===== src/rtl/load_pkg.sv =====
// load_pkg: shared definitions for the load unit.
//   - size-code constants for the load_size field
//   - FSM state type
//   - helpers: byte-offset width from the datapath width, command fault check
package load_pkg;

  localparam logic [2:0] LS_LW  = 3'b000;
  localparam logic [2:0] LS_LB  = 3'b001;
  localparam logic [2:0] LS_LH  = 3'b010;
  localparam logic [2:0] LS_LBU = 3'b011;
  localparam logic [2:0] LS_LHU = 3'b100;
  localparam logic [2:0] LS_LWU = 3'b101;
  localparam logic [2:0] LS_LD  = 3'b110;

  typedef enum logic [1:0] {
    IDLE = 2'd0,
    WAIT = 2'd1,
    DONE = 2'd2
  } state_t;

  // Number of address bits that select a byte inside one memory word.
  function automatic int off_width(input int data_w);
    return $clog2(data_w / 8);
  endfunction

  // True when the command cannot be served: misaligned lane, reserved
  // code, or a 64-bit-only code on a 32-bit datapath. off is the byte
  // offset zero-extended to 3 bits.
  function automatic logic is_fault(input logic [2:0] size,
                                    input logic [2:0] off,
                                    input int         data_w);
    logic f;
    case (size)
      LS_LB, LS_LBU: f = 1'b0;
      LS_LH, LS_LHU: f = off[0];
      LS_LW:         f = (off[1:0] != 2'b00);
      LS_LWU:        f = (data_w == 32) || (off[1:0] != 2'b00);
      LS_LD:         f = (data_w == 32) || (off != 3'b000);
      default:       f = 1'b1;
    endcase
    return f;
  endfunction

endpackage


===== src/rtl/load_unit_if.sv =====
// load_unit_if: data-memory read port of the load unit.
//   mem_rd_req  read request (held until accepted or abandoned)
//   mem_addr    word-aligned byte address
//   mem_rdata   read data, meaningful only while mem_ready=1
//   mem_ready   memory accept-and-data-valid
// master = load unit side, slave = memory side.
interface load_unit_if #(
  parameter int DATA_W = 32,
  parameter int ADDR_W = 32
);
  logic              mem_rd_req;
  logic [ADDR_W-1:0] mem_addr;
  logic [DATA_W-1:0] mem_rdata;
  logic              mem_ready;

  modport master (output mem_rd_req, mem_addr, input mem_rdata, mem_ready);
  modport slave  (input mem_rd_req, mem_addr, output mem_rdata, mem_ready);
endinterface


===== src/rtl/load_unit_extract.sv =====
// load_extract: combinational lane select and sign/zero extension.
//   word    memory word (little-endian byte lanes)
//   off     byte offset of the lane inside the word
//   size    load size code (load_pkg LS_*)
//   result  extended DATA_W result
// No alignment checking here; callers reject misaligned commands.
module load_extract
  import load_pkg::*;
#(
  parameter int DATA_W = 32,
  parameter int OFF_W  = 2
) (
  input  logic [DATA_W-1:0] word,
  input  logic [OFF_W-1:0]  off,
  input  logic [2:0]        size,
  output logic [DATA_W-1:0] result
);

  logic [DATA_W-1:0] lane;

  // Bring the addressed byte down to bit 0.
  assign lane = word >> {off, 3'b000};

  // NOTE: every output of a combinational block gets a value on every path
  // (here via the default arm) so no latch is inferred.
  // A size cast of a $signed operand sign-extends; of an unsigned one, zero-extends.
  always_comb begin
    case (size)
      LS_LB:   result = DATA_W'($signed(lane[7:0]));
      LS_LBU:  result = DATA_W'(lane[7:0]);
      LS_LH:   result = DATA_W'($signed(lane[15:0]));
      LS_LHU:  result = DATA_W'(lane[15:0]);
      LS_LW:   result = DATA_W'($signed(lane[31:0]));
      LS_LWU:  result = DATA_W'(lane[31:0]);
      default: result = lane;  // ld passes through
    endcase
  end

endmodule


===== src/rtl/load_unit.sv =====
// load_unit: multi-cycle memory load unit.
//   clk, rst_n   clock, asynchronous active-low reset
//   start        command strobe, honoured only when idle
//   addr         byte address of the load
//   load_size    size code (load_pkg LS_*)
//   busy         high whenever not idle
//   done         one-cycle completion pulse
//   data_out     extended result, held until the next successful load
//   misalign     alignment/illegal-code fault, valid with done
//   bus_err      memory timeout fault, valid with done
//   bus          data-memory read port (load_unit_if.master)
module load_unit
  import load_pkg::*;
#(
  parameter int DATA_W  = 32,
  parameter int ADDR_W  = 32,
  parameter int TIMEOUT = 15
) (
  input  logic              clk,
  input  logic              rst_n,
  input  logic              start,
  input  logic [ADDR_W-1:0] addr,
  input  logic [2:0]        load_size,
  output logic              busy,
  output logic              done,
  output logic [DATA_W-1:0] data_out,
  output logic              misalign,
  output logic              bus_err,
  load_unit_if.master       bus
);

  localparam int         OFF_W    = off_width(DATA_W);
  // The counter counts completed WAIT cycles; the last one is TIMEOUT-1.
  localparam logic [7:0] CNT_LAST = 8'(TIMEOUT - 1);

  state_t            state, state_nxt;
  logic [2:0]        size_q;
  logic [OFF_W-1:0]  off_q;
  logic [7:0]        cnt;
  logic [OFF_W-1:0]  off_in;
  logic              cmd_fault;
  logic              accept, take, expire;
  logic [DATA_W-1:0] lane_ext;

  assign off_in    = addr[OFF_W-1:0];
  assign cmd_fault = is_fault(load_size, 3'(off_in), DATA_W);

  always_comb begin
    state_nxt = state;
    accept    = 1'b0;
    take      = 1'b0;
    expire    = 1'b0;
    case (state)
      IDLE: if (start) begin
        accept    = 1'b1;
        state_nxt = cmd_fault ? DONE : WAIT;
      end
      WAIT: begin
        // Data arriving on the last allowed cycle still counts.
        if (bus.mem_ready) begin
          take      = 1'b1;
          state_nxt = DONE;
        end else if (cnt == CNT_LAST) begin
          expire    = 1'b1;
          state_nxt = DONE;
        end
      end
      DONE:    state_nxt = IDLE;
      default: state_nxt = IDLE;
    endcase
  end

  // NOTE: sequential state uses non-blocking assignments so every register
  // samples pre-edge values regardless of block ordering.
  always_ff @(posedge clk or negedge rst_n) begin
    if (!rst_n) state <= IDLE;
    else        state <= state_nxt;
  end

  always_ff @(posedge clk or negedge rst_n) begin
    if (!rst_n) begin
      size_q         <= '0;
      off_q          <= '0;
      cnt            <= '0;
      data_out       <= '0;
      misalign       <= 1'b0;
      bus_err        <= 1'b0;
      bus.mem_rd_req <= 1'b0;
      bus.mem_addr   <= '0;
    end else begin
      if (accept) begin
        size_q   <= load_size;
        off_q    <= off_in;
        cnt      <= '0;
        misalign <= cmd_fault;
        bus_err  <= 1'b0;
        if (!cmd_fault) begin
          bus.mem_rd_req <= 1'b1;
          bus.mem_addr   <= {addr[ADDR_W-1:OFF_W], {OFF_W{1'b0}}};
        end
      end
      if (state == WAIT) cnt <= cnt + 8'd1;
      if (take) begin
        data_out       <= lane_ext;
        bus.mem_rd_req <= 1'b0;
      end
      if (expire) begin
        bus.mem_rd_req <= 1'b0;
        bus_err        <= 1'b1;
      end
    end
  end

  load_extract #(
    .DATA_W(DATA_W),
    .OFF_W (OFF_W)
  ) u_extract (
    .word  (bus.mem_rdata),
    .off   (off_q),
    .size  (size_q),
    .result(lane_ext)
  );

  assign busy = (state != IDLE);
  assign done = (state == DONE);

endmodule


===== src/flat_wrapper.sv =====
// flat-port wrapper written by rule: the top's interface ports become plain ports
module load_unit_flat import load_pkg::*;
#(
  parameter int DATA_W  = 32,
  parameter int ADDR_W  = 32,
  parameter int TIMEOUT = 15
)
  (clk, rst_n, start, addr, load_size, busy, done, data_out, misalign, bus_err, bus_mem_rd_req, bus_mem_addr, bus_mem_rdata, bus_mem_ready);
  load_unit_if #(.DATA_W(DATA_W), .ADDR_W(ADDR_W)) bus_i ();
  input  logic clk;
  input  logic rst_n;
  input  logic start;
  input  logic [ADDR_W-1:0] addr;
  input  logic [2:0] load_size;
  output logic busy;
  output logic done;
  output logic [DATA_W-1:0] data_out;
  output logic misalign;
  output logic bus_err;
  output wire logic [$bits(bus_i.mem_rd_req)-1:0] bus_mem_rd_req;
  output wire logic [$bits(bus_i.mem_addr)-1:0] bus_mem_addr;
  input wire logic [$bits(bus_i.mem_rdata)-1:0] bus_mem_rdata;
  input wire logic [$bits(bus_i.mem_ready)-1:0] bus_mem_ready;
  assign bus_mem_rd_req = bus_i.mem_rd_req;
  assign bus_mem_addr = bus_i.mem_addr;
  assign bus_i.mem_rdata = bus_mem_rdata;
  assign bus_i.mem_ready = bus_mem_ready;
  load_unit #(.DATA_W(DATA_W), .ADDR_W(ADDR_W), .TIMEOUT(TIMEOUT)) u_core (.clk(clk), .rst_n(rst_n), .start(start), .addr(addr), .load_size(load_size), .busy(busy), .done(done), .data_out(data_out), .misalign(misalign), .bus_err(bus_err), .bus(bus_i));
endmodule

===== config.mk =====
export PLATFORM = sky130hd
export DESIGN_NAME = load_unit_flat
export DESIGN_NICKNAME = d
export VERILOG_FILES = /design/src/rtl/load_pkg.sv /design/src/rtl/load_unit_if.sv /design/src/rtl/load_unit_extract.sv /design/src/rtl/load_unit.sv /design/src/flat_wrapper.sv
export SDC_FILE = /design/constraint.sdc
export NUM_CORES = 1
export LEC_CHECK = 0
export BUFFER_PORTS_ARGS = -buffer_cell sky130_fd_sc_hd__buf_2
export CAP_MARGIN = 5
export CORE_ASPECT_RATIO = 2
export CORE_UTILIZATION = 35
export DETAILED_ROUTE_END_ITERATION = 10
export PLACE_DENSITY = 0.59
export SETUP_SLACK_MARGIN = 0.2
export SYNTH_ARGS = -nofsm -noshare
export SYNTH_HDL_FRONTEND = slang
export SYNTH_SLANG_ARGS = --single-unit

===== constraint.sdc =====
create_clock -name clk -period 1.9 [get_ports clk]
set_input_delay 0.19 -clock clk [delete_from_list [all_inputs] [get_ports clk]]
set_output_delay 0.19 -clock clk [all_outputs]
set_load 0.01 [all_outputs]

After elaboration in Yosys (flattened, before gate mapping):

Cells that the tools add are included.

* $add $sub $neg: 1
* equality and inequality tests: 14
* shifts and indexed selects: 1
* multiplexer cells: 22
* bitwise operators: 1
* reduce and logical (&&, ||, !) cells: 12

Operator list (number)
* 32-bit case mux with 4 select lines: 1
* 32-bit by 5-bit right shift with 32-bit output: 1
* 8-bit two-way mux: 2
* 1-bit two-way mux: 13
* 3-bit by 2-bit == test with 1-bit output, second input constant: 4
* 8-bit by 1-bit adder with 8-bit output, second input constant: 1
* 8-bit by 4-bit == test with 1-bit output, second input constant: 1
* 2-bit two-way mux: 4
* 2-bit nonzero test: 4
* 3-bit by 1-bit == test with 1-bit output, second input constant: 2
* 3-bit == test, second input constant: 2
* 2-bit AND reduction: 3
* 2-bit case mux with 2 select lines: 1
* 2-bit OR reduction: 2
* 3-bit logical NOT: 1
* 3-bit by 2-bit inequality test with 1-bit output, second input constant: 1
* 3-bit inequality test, second input constant: 1
* 1-bit case mux with 3 select lines: 1
* 3-bit nonzero test: 1
* 2-bit by 1-bit == test with 1-bit output, second input constant: 1
* 2-bit == test, second input constant: 1
* 2-bit logical NOT: 1
* 2-bit inequality test, second input constant: 1
* 1-bit inverter: 1

* register bits: 80
* input port bits: 71
* output and inout port bits: 69
* word-level logic and storage cells: 60

Logic depth before layout (Yosys ltp):

Gate-level depths: netlist of run 1.

* word-level depth: 7
* depth in mapped cells: 6

Hierarchy:

A second synthesis of run 1 with hierarchy kept.

* cells, all modules: 322
* area total of the unflattened synthesis: 4005.1 um2

By module, submodules not included
* load_unit: instances 1, cells each 220, area each 3295.7 um2
* load_extract: instances 1, cells each 102, area each 709.4 um2

Worst setup path after synthesis of run 1:

Ideal clock, no wire load.

* kind: register -> register
* start: register u_core.state[0]
* end: register u_core.bus.mem_addr[10]
* setup time: 0.127 ns
* arrival: 1.618 ns
* required time: 1.773 ns
* slack: 0.154 ns
* cell stages (with the launch flop): 6
* path buffers: 2
* clock period less this slack: 1.746 ns
* path through: dfrtp_1 nor3b_2 and3_1 buf_2 buf_6 mux2_1

* cells in the longest elaborated chain, start to end: 3

RTL lines
* from (decl): RTL line load_unit.sv:36 `state_t state, state_nxt;`
* from (signal assigned): RTL line load_unit.sv:77 `else state <= state_nxt;`
* 2-bit logical NOT: RTL line load_unit.sv:53 `case (state)`
* 1-bit two-way mux: RTL line load_unit.sv:53
* 2-bit AND reduction (no source line)
* to (signal assigned): RTL line load_unit.sv:99 `bus.mem_addr <= {addr[ADDR_W-1:OFF_W], {OFF_W{1'b0}}};`
* to (decl): RTL line load_unit_if.sv:16 `modport master (output mem_rd_req, mem_addr, input mem_rdata, mem_ready);`

No other way between the ends.
A chain may end at the register's enable or synchronous reset.

Worst setup path after layout of run 1:

* start: register u_core.off_q[1]
* end: register u_core.data_out[18]

* cells in the longest elaborated chain, start to end: 2

RTL lines
* from (decl): RTL line load_unit.sv:38 `logic [OFF_W-1:0] off_q;`
* from (signal assigned): RTL line load_unit.sv:93 `off_q <= off_in;`
* 32-bit by 5-bit right shift with 32-bit output: RTL line load_unit_extract.sv:22 `assign lane = word >> {off, 3'b000};`
* 32-bit case mux with 4 select lines: RTL line load_unit_extract.sv:28 `case (size)`
* to (signal assigned): RTL line load_unit.sv:104 `data_out <= lane_ext;`
* to (decl): RTL line load_unit.sv:26 `output logic [DATA_W-1:0] data_out,`

No other way between the ends.

==> impl_metrics.yaml, run 1 <==
run_status:
  status: "completed"
route:
  ant_nets: 0
  vias: 3061
  vias_per_cell: 4.96
  drt_iter0_drc: 104
  routed_wl_um: 9880
  drc: 0
  first_pass_iters: 4
  wire_per_inst_um: 16.0
floorplan:
  rows: 53
  pin_count: 140
  start_util_pct: 35.8
  die_x_um: 74.9
  die_area_um2: 11100
  fp.dieH_um: 148
  core_area_um2: 10400
global_route:
  grt_pass1_wl_um: 14900
  antenna_found_initial: 0
  grt_usage_pct: 18.3
  grt_pass1_vias: 3041
  grt_max_degree: 36
  grt-ovfl-total: 0
logic_synthesis:
  ys.flop_type: "dfrtp_1"
  synth-edff-count: 0
  ys_ff_latch: 80
  synth.avg_cell_area_um2: 11.4
  async_flop_share_pct: 100
  synth.distinct_cells: 46
  netlist_area_um2: 3720
  ys.warnings.count: 0
  yosysSeqAreaShare_pct: 53.7
  synthCells: 327
clocking:
  root_buffer: "clkbuf_16"
  cts_buffers: 9
  clkTransAtPathRegs_ns: 0.06
  clk_path_buf_depth: 2
  clock_sinks: 80
  clk_latency_ns: 0.33
  cts_tree: "built"
  htree_levels: 3
timing:
  setup_viol: 0
  rsz0062_at_grt: "false"
  max_freq_mhz: 602
  layout_setup_ws_ns: 0.238
  final_hold_viol_count: 0
  fin_tns_setup_ns: 0
  timing.hold.ws_ns: 0.0680
  finalClockSkew_ns: 0.00572
  post-route-min-period_ns: 1.66
  timing.final.max_slew_violations: 0
  fin_crit_sh_pct: 87.5
setup_path:
  cpLargestDelayFamily: "compound AO/OA/AOI/OAI gates"
  cp.required_ns: 2.11
  path_buf_inv: 1
  cp.arrival_ns: 1.87
  r2r_slack_ns: 0.24
  path_max_fanout: 8
  crit_type: "reg -> reg"
  cp_slowest_stage_delay_ns: 0.43
  worstSetupEndpointType: "register"
  cp-start-kind: "register"
  worstPathCellList: "mux2_4 -> a22oi_2 -> a211oi_4 -> buf_4 -> a221o_2"
  crit_slowest_cell: "dfrtp_1"
finish:
  drive_gt1_share_pct: 40.8
  final_cell_mix: "buf_2, dfrtp_1, nand2_1, nor2_1, mux2_1"
  nets: 548
  syn_to_final_growth_pct: 34.9
  final_common_cell: "buf_2"
  n_antenna_cell: 0
placement:
  portBuffers: 137
  place.gp.congestion: 0.781
  pre_cts_ws_ns: -0.137
  hpwlAfterDp_um: 7370
power_and_ir_drop:
  leakagePower_nw: 2.46
  powerDensity_nw_per_um2: 1420
  ir_drop_uv: 656
hold_path:
  min_path_type: "in -> reg"
run:
  maxCapViolCount: 0
-- Yosys cell counts, types with 2 or more instances --
| master | instances | area share [%] |
|---|---|---|
| dfrtp_1 | 80 | 54 |
| mux2_1 | 27 | 8.2 |
| ha_1 | 2 | 0.67 |
| buf_4 | 3 | 0.60 |
| o21ai_0 | 26 | 3.5 |
| mux2i_1 | 17 | 4.6 |
| nor2_1 | 29 | 2.9 |
| a21oi_1 | 15 | 2.0 |
| buf_2 | 5 | 0.67 |
| nor3b_1 | 3 | 0.60 |
| a221o_1 | 13 | 3.5 |
| nand4_1 | 2 | 0.34 |
| nand2_1 | 33 | 3.3 |
| mux2_2 | 12 | 3.6 |
| inv_1 | 4 | 0.40 |
| nand3_1 | 4 | 0.54 |
| nor3_1 | 3 | 0.40 |
| clkbuf_1 | 6 | 0.60 |
| and2_1 | 8 | 1.3 |
| nor2b_1 | 3 | 0.50 |
| a221o_2 | 3 | 0.91 |
| buf_6 | 5 | 1.5 |
-- routing by layer --
layer / wire, um / part of all wire, % / global-route usage, % / vias up
li1: - / - / - / 1450
met1: 3580 / 36 / 19.7 / 1497
met2: 5630 / 57 / 32.7 / 95
met3: 353 / 3.6 / 2.73 / 19
met4: 320 / 3.2 / 10.3 / 0
met5: 0 / 0 / 0 / -
-- metrics by stage --
stage | utilization, % | power (W) | cells | cell area [um^2]
after floorplan | - | 0.00418 | 328 | 3730
after global placement | 43.9 | 0.00518 | 594 | 4580
after detailed placement | 43.9 | 0.00526 | 594 | 4580
after CTS | 47.6 | 0.00718 | 614 | 4950
after global routing | 48.3 | 0.00759 | 617 | 5020
final | 48.3 | 0.00714 | 617 | 5020
-- cells by family (layout without fill, tap and decap cells) --
group | after synthesis | count (layout) | synth area share, %
AND/OR/NAND/NOR | 97 | 97 | 12.7
XOR/XNOR | 1 | 1 | 0.235
AO/OA/AOI/OAI | 67 | 67 | 12.4
adder cells (fa/ha/maj) | 2 | 2 | 0.672
other | 1 | 2 | 0.101
buffers and inverters | 23 | 175 | 3.80
flip-flops | 80 | 80 | 53.7
multiplexers | 56 | 56 | 16.4
-- where the power goes --
group / internal, W / switching (W) / leakage (nW) / total (W)
sequential: 0.00237 / 0.000419 / 0.986 / 0.00279
combinational: 0.00120 / 0.00130 / 1.32 / 0.00249
clock: 0.00119 / 0.000678 / 0.157 / 0.00187
-- repair_timing --
| action | 4_1_cts | 5_1_grt |
|---|---|---|
| buffers inserted | 3 | 2 |
| gates cloned | 0 | 1 |
| pin swaps | 1 | 2 |
| hold buffers | 1 | 0 |
| gates resized for setup | 6 | 8 |
| hold endpoints to repair | 33 | 0 |
| endpoints found under the setup margin | 24 | 27 |
-- worst paths after layout --
| kind | startpoint | to | cells past startpoint |
|---|---|---|---|
| min in group asynchronous | rst_n | u_core.bus.mem_addr[27]$_DFFE_PN0P_ | 2 |
| min reg2reg | u_core.bus.mem_addr[7]$_DFFE_PN0P_ | u_core.bus.mem_addr[7]$_DFFE_PN0P_ | 1 |
| max | u_core.off_q[1]$_DFFE_PN0P_ | u_core.data_out[18]$_DFFE_PN0P_ | 5 |
| max reg2reg | u_core.off_q[1]$_DFFE_PN0P_ | u_core.data_out[18]$_DFFE_PN0P_ | 5 |
| max in group asynchronous | rst_n | u_core.state[1]$_DFFE_PN0P_ | 3 |
| min | addr[6] | u_core.bus.mem_addr[6]$_DFFE_PN0P_ | 2 |
-- registers in the layout (all words and copies together) (netlist names) --
| register | count |
|---|---|
| u_core.misalign | 1 |
| u_core.size_q | 3 |
| u_core.data_out | 32 |
| u_core.bus_err | 1 |
| u_core.state | 2 |
| u_core.cnt | 8 |
| u_core.bus.mem_rd_req | 1 |
| u_core.off_q | 2 |
| u_core.bus.mem_addr | 30 |
-- final cells by class --
cell class / count / area, um^2
clock inverters: 4 / 77.6
inverters: 4 / 15.0
clock buffers: 12 / 246
well taps: 137 / 171
multi-input cells: 225 / 1620
fillers: 992 / 5390
flip-flops and latches: 80 / 2000
repair buffers: 155 / 885
(Power assumes the default switching activity.)
==> run 2: changes to the inputs <==
--- a/config.mk
+++ b/config.mk
@@ -5,12 +5,12 @@
 export SDC_FILE = /design/constraint.sdc
 export NUM_CORES = 1
 export LEC_CHECK = 0
-export BUFFER_PORTS_ARGS = -buffer_cell sky130_fd_sc_hd__buf_2
 export CAP_MARGIN = 5
 export CORE_ASPECT_RATIO = 2
 export CORE_UTILIZATION = 35
 export DETAILED_ROUTE_END_ITERATION = 10
-export PLACE_DENSITY = 0.59
+export DONT_BUFFER_PORTS = 1
+export PLACE_DENSITY = 0.48
 export SETUP_SLACK_MARGIN = 0.2
 export SYNTH_ARGS = -nofsm -noshare
 export SYNTH_HDL_FRONTEND = slang
==> run 2 against run 1 <==
The run now ends with negative hold slack left. Worst setup slack gained 0.0067 ns. Utilization shrank 2.9 points. Combinational power shrank 39%. Flip-flop and latch count is the same. Final cell count shrank 15%. Clock power shrank 13%. Non-clock buffer count shrank 92. Largest cell class unchanged. Highest routed layer unchanged.
==> impl_metrics.yaml, run 2 (same netlist as run 1, synthesis figures left out) <==
placement:
  pre_cts_ws_ns: -0.210
  post_dp_cell_area_um2: 3900
  place.gp.congestion: 0.708
  hpwlAfterDp_um: 6420
  portBuffers: 0
clocking:
  cts_tree: "built"
  root_buffer: "clkbuf_16"
  htree_levels: 3
  cts_buffers: 9
  clk_path_buf_depth: 2
  clkTransAtPathRegs_ns: 0.06
  clock_sinks: 80
  clk_latency_ns: 0.34
  hold_buffers: 43
run_status:
  violations: "negative hold slack"
  status: "complete, but fails checks"
timing:
  fin_crit_sh_pct: 87.1
  max_freq_mhz: 604
  rsz0062_at_grt: "true"
  setup_viol: 0
  timing.final.max_slew_violations: 0
  final_hold_viol_count: 80
  layout_setup_ws_ns: 0.244
  timing.hold.ws_ns: -0.454
  post-route-min-period_ns: 1.66
  finalClockSkew_ns: 0.00978
route:
  drc: 0
  highest_layer: "met4"
  routed_wl_um: 9060
  first_pass_iters: 6
  ant_nets: 0
  dr_wl_met2_um: 4820
  wire_per_inst_um: 17.2
  vias: 2704
  met1Wirelength_um: 3490
  dr_wl_met3_um: 558
  drt_iter0_drc: 115
  vias_per_cell: 5.15
power_and_ir_drop:
  powerDensity_nw_per_um2: 1340
  power_frac_seq_pct: 50.4
  p_sw_w: 0.00222
  p_int_w: 0.00412
  p_clk_share_pct: 25.7
  swShare_pct: 35.1
  leakagePower_nw: 2.06
  pwr-share-comb_pct: 23.9
  ir_drop_uv: 793
global_route:
  grt-ovfl-total: 0
  grt_max_degree: 81
  grt_usage_pct: 16.9
  antenna_found_initial: 0
  grt_pass1_wl_um: 13800
  grt_pass1_vias: 2782
finish:
  stdcell_area_um2: 4720
  n_antenna_cell: 0
  final_cell_mix: "dfrtp_1, dlygate4sd3_1, nand2_1, nor2_1, mux2_1"
  nets: 456
  nFillCells: 991
  reg_top3: "u_core.data_out x32, u_core.bus.mem_addr x30, u_core.cnt x8"
  drive_gt1_share_pct: 16.5
  syn_to_final_growth_pct: 26.8
  largest_register_ffs: 32
  top_register: "u_core.data_out"
  final_common_cell: "dfrtp_1"
floorplan:
  fp.dieH_um: 148
  rows: 53
  start_util_pct: 35.8
  die_x_um: 74.9
  pin_count: 140
  die_area_um2: 11100
  core_area_um2: 10400
setup_path:
  cp-start-kind: "register"
  cp.arrival_ns: 1.87
  worstSetupEndpointType: "register"
  path_max_fanout: 16
  cp.required_ns: 2.11
  crit_type: "reg -> reg"
hold_path:
  min_path_type: "in -> async"
run:
  maxCapViolCount: 0
[run 2: cell types whose count changed in the layout (fill, tap and decap cells not counted), sizes merged]
cell / before / now
clkbuf: 13 / 10
buf: 153 / 20
bufinv: 2 / 0
dlygate4sd3: 1 / 43
clkinv: 2 / 6
[run 2: worst max-delay path, cell delays in order (launching register included)]
cell      delay (ns)
dfrtp_1         0.43
mux2_4          0.33
a22oi_2         0.21
a211oi_4        0.10
buf_12          0.16
a221o_2         0.30
[run 2: worst paths after layout]
kind	start	endpoint	slack, ns	cells after the start
setup reg to reg	u_core.off_q[1]$_DFFE_PN0P_	u_core.data_out[16]$_DFFE_PN0P_	0.24	5
hold / removal	rst_n	u_core.bus.mem_addr[5]$_DFFE_PN0P_	-0.45	0
max in group asynchronous	rst_n	u_core.data_out[6]$_DFFE_PN0P_	2.22	0
min in group clk	bus_mem_ready	u_core.state[1]$_DFFE_PN0P_	0.07	2
setup / recovery	u_core.off_q[1]$_DFFE_PN0P_	u_core.data_out[16]$_DFFE_PN0P_	0.24	5
hold reg to reg	u_core.cnt[7]$_DFFE_PN0P_	u_core.cnt[7]$_DFFE_PN0P_	0.47	1
[run 2: through the flow]
| stage | cells | hold WS [ns] | util, % | TNS [ns] | total power, W |
|---|---|---|---|---|---|
| 5_1_grt | 525 | -0.478 | 45.4 | 0 | 0.00674 |
| 2_1_floorplan | 328 | -0.106 | - | 0 | 0.00418 |
| 3_3_place_gp | 460 | -0.104 | 37.4 | -0.961 | 0.00456 |
| 4_1_cts | 520 | -0.471 | 44.6 | 0 | 0.00637 |
| 3_5_place_dp | 460 | -0.104 | 37.4 | -2.98 | 0.00462 |
| 6_report | 525 | -0.454 | 45.4 | 0 | 0.00634 |
[run 2: power by group through the flow]
stage	registers, W	clock network, W	logic [W]
final	0.00319	0.00163	0.00152
after global routing	0.00329	0.00176	0.00170
after CTS	0.00321	0.00168	0.00148
after detailed placement	0.00324	0	0.00139
after global placement	0.00322	0	0.00134
after floorplan	0.00304	0	0.00114
[run 2: layout make-up]
type	count	area [um^2]	area share (%)
sequential	80	2000	42.4
multi-input combinational	225	1630	34.5
timing repair buffer	63	622	13.2
clock buffer	10	239	5.06
tap	137	171	3.63
clock inverter	6	45.0	0.953
inverter	4	15.0	0.318
[run 2: what timing repair did]
action	4_1_cts	5_1_grt
cloned	0	0
gates resized for setup	4	8
buffers inserted	1	5
endpoints found under the setup margin	23	23
hold endpoints to repair	123	80
pin swaps	1	4
[run 2: per-layer routing]
metal / up-vias / GRT usage [%]
met3: 15 / 4.23
li1: 1265 / -
met5: - / 0
met4: 0 / 7.17
met2: 88 / 29.3
met1: 1336 / 18.8
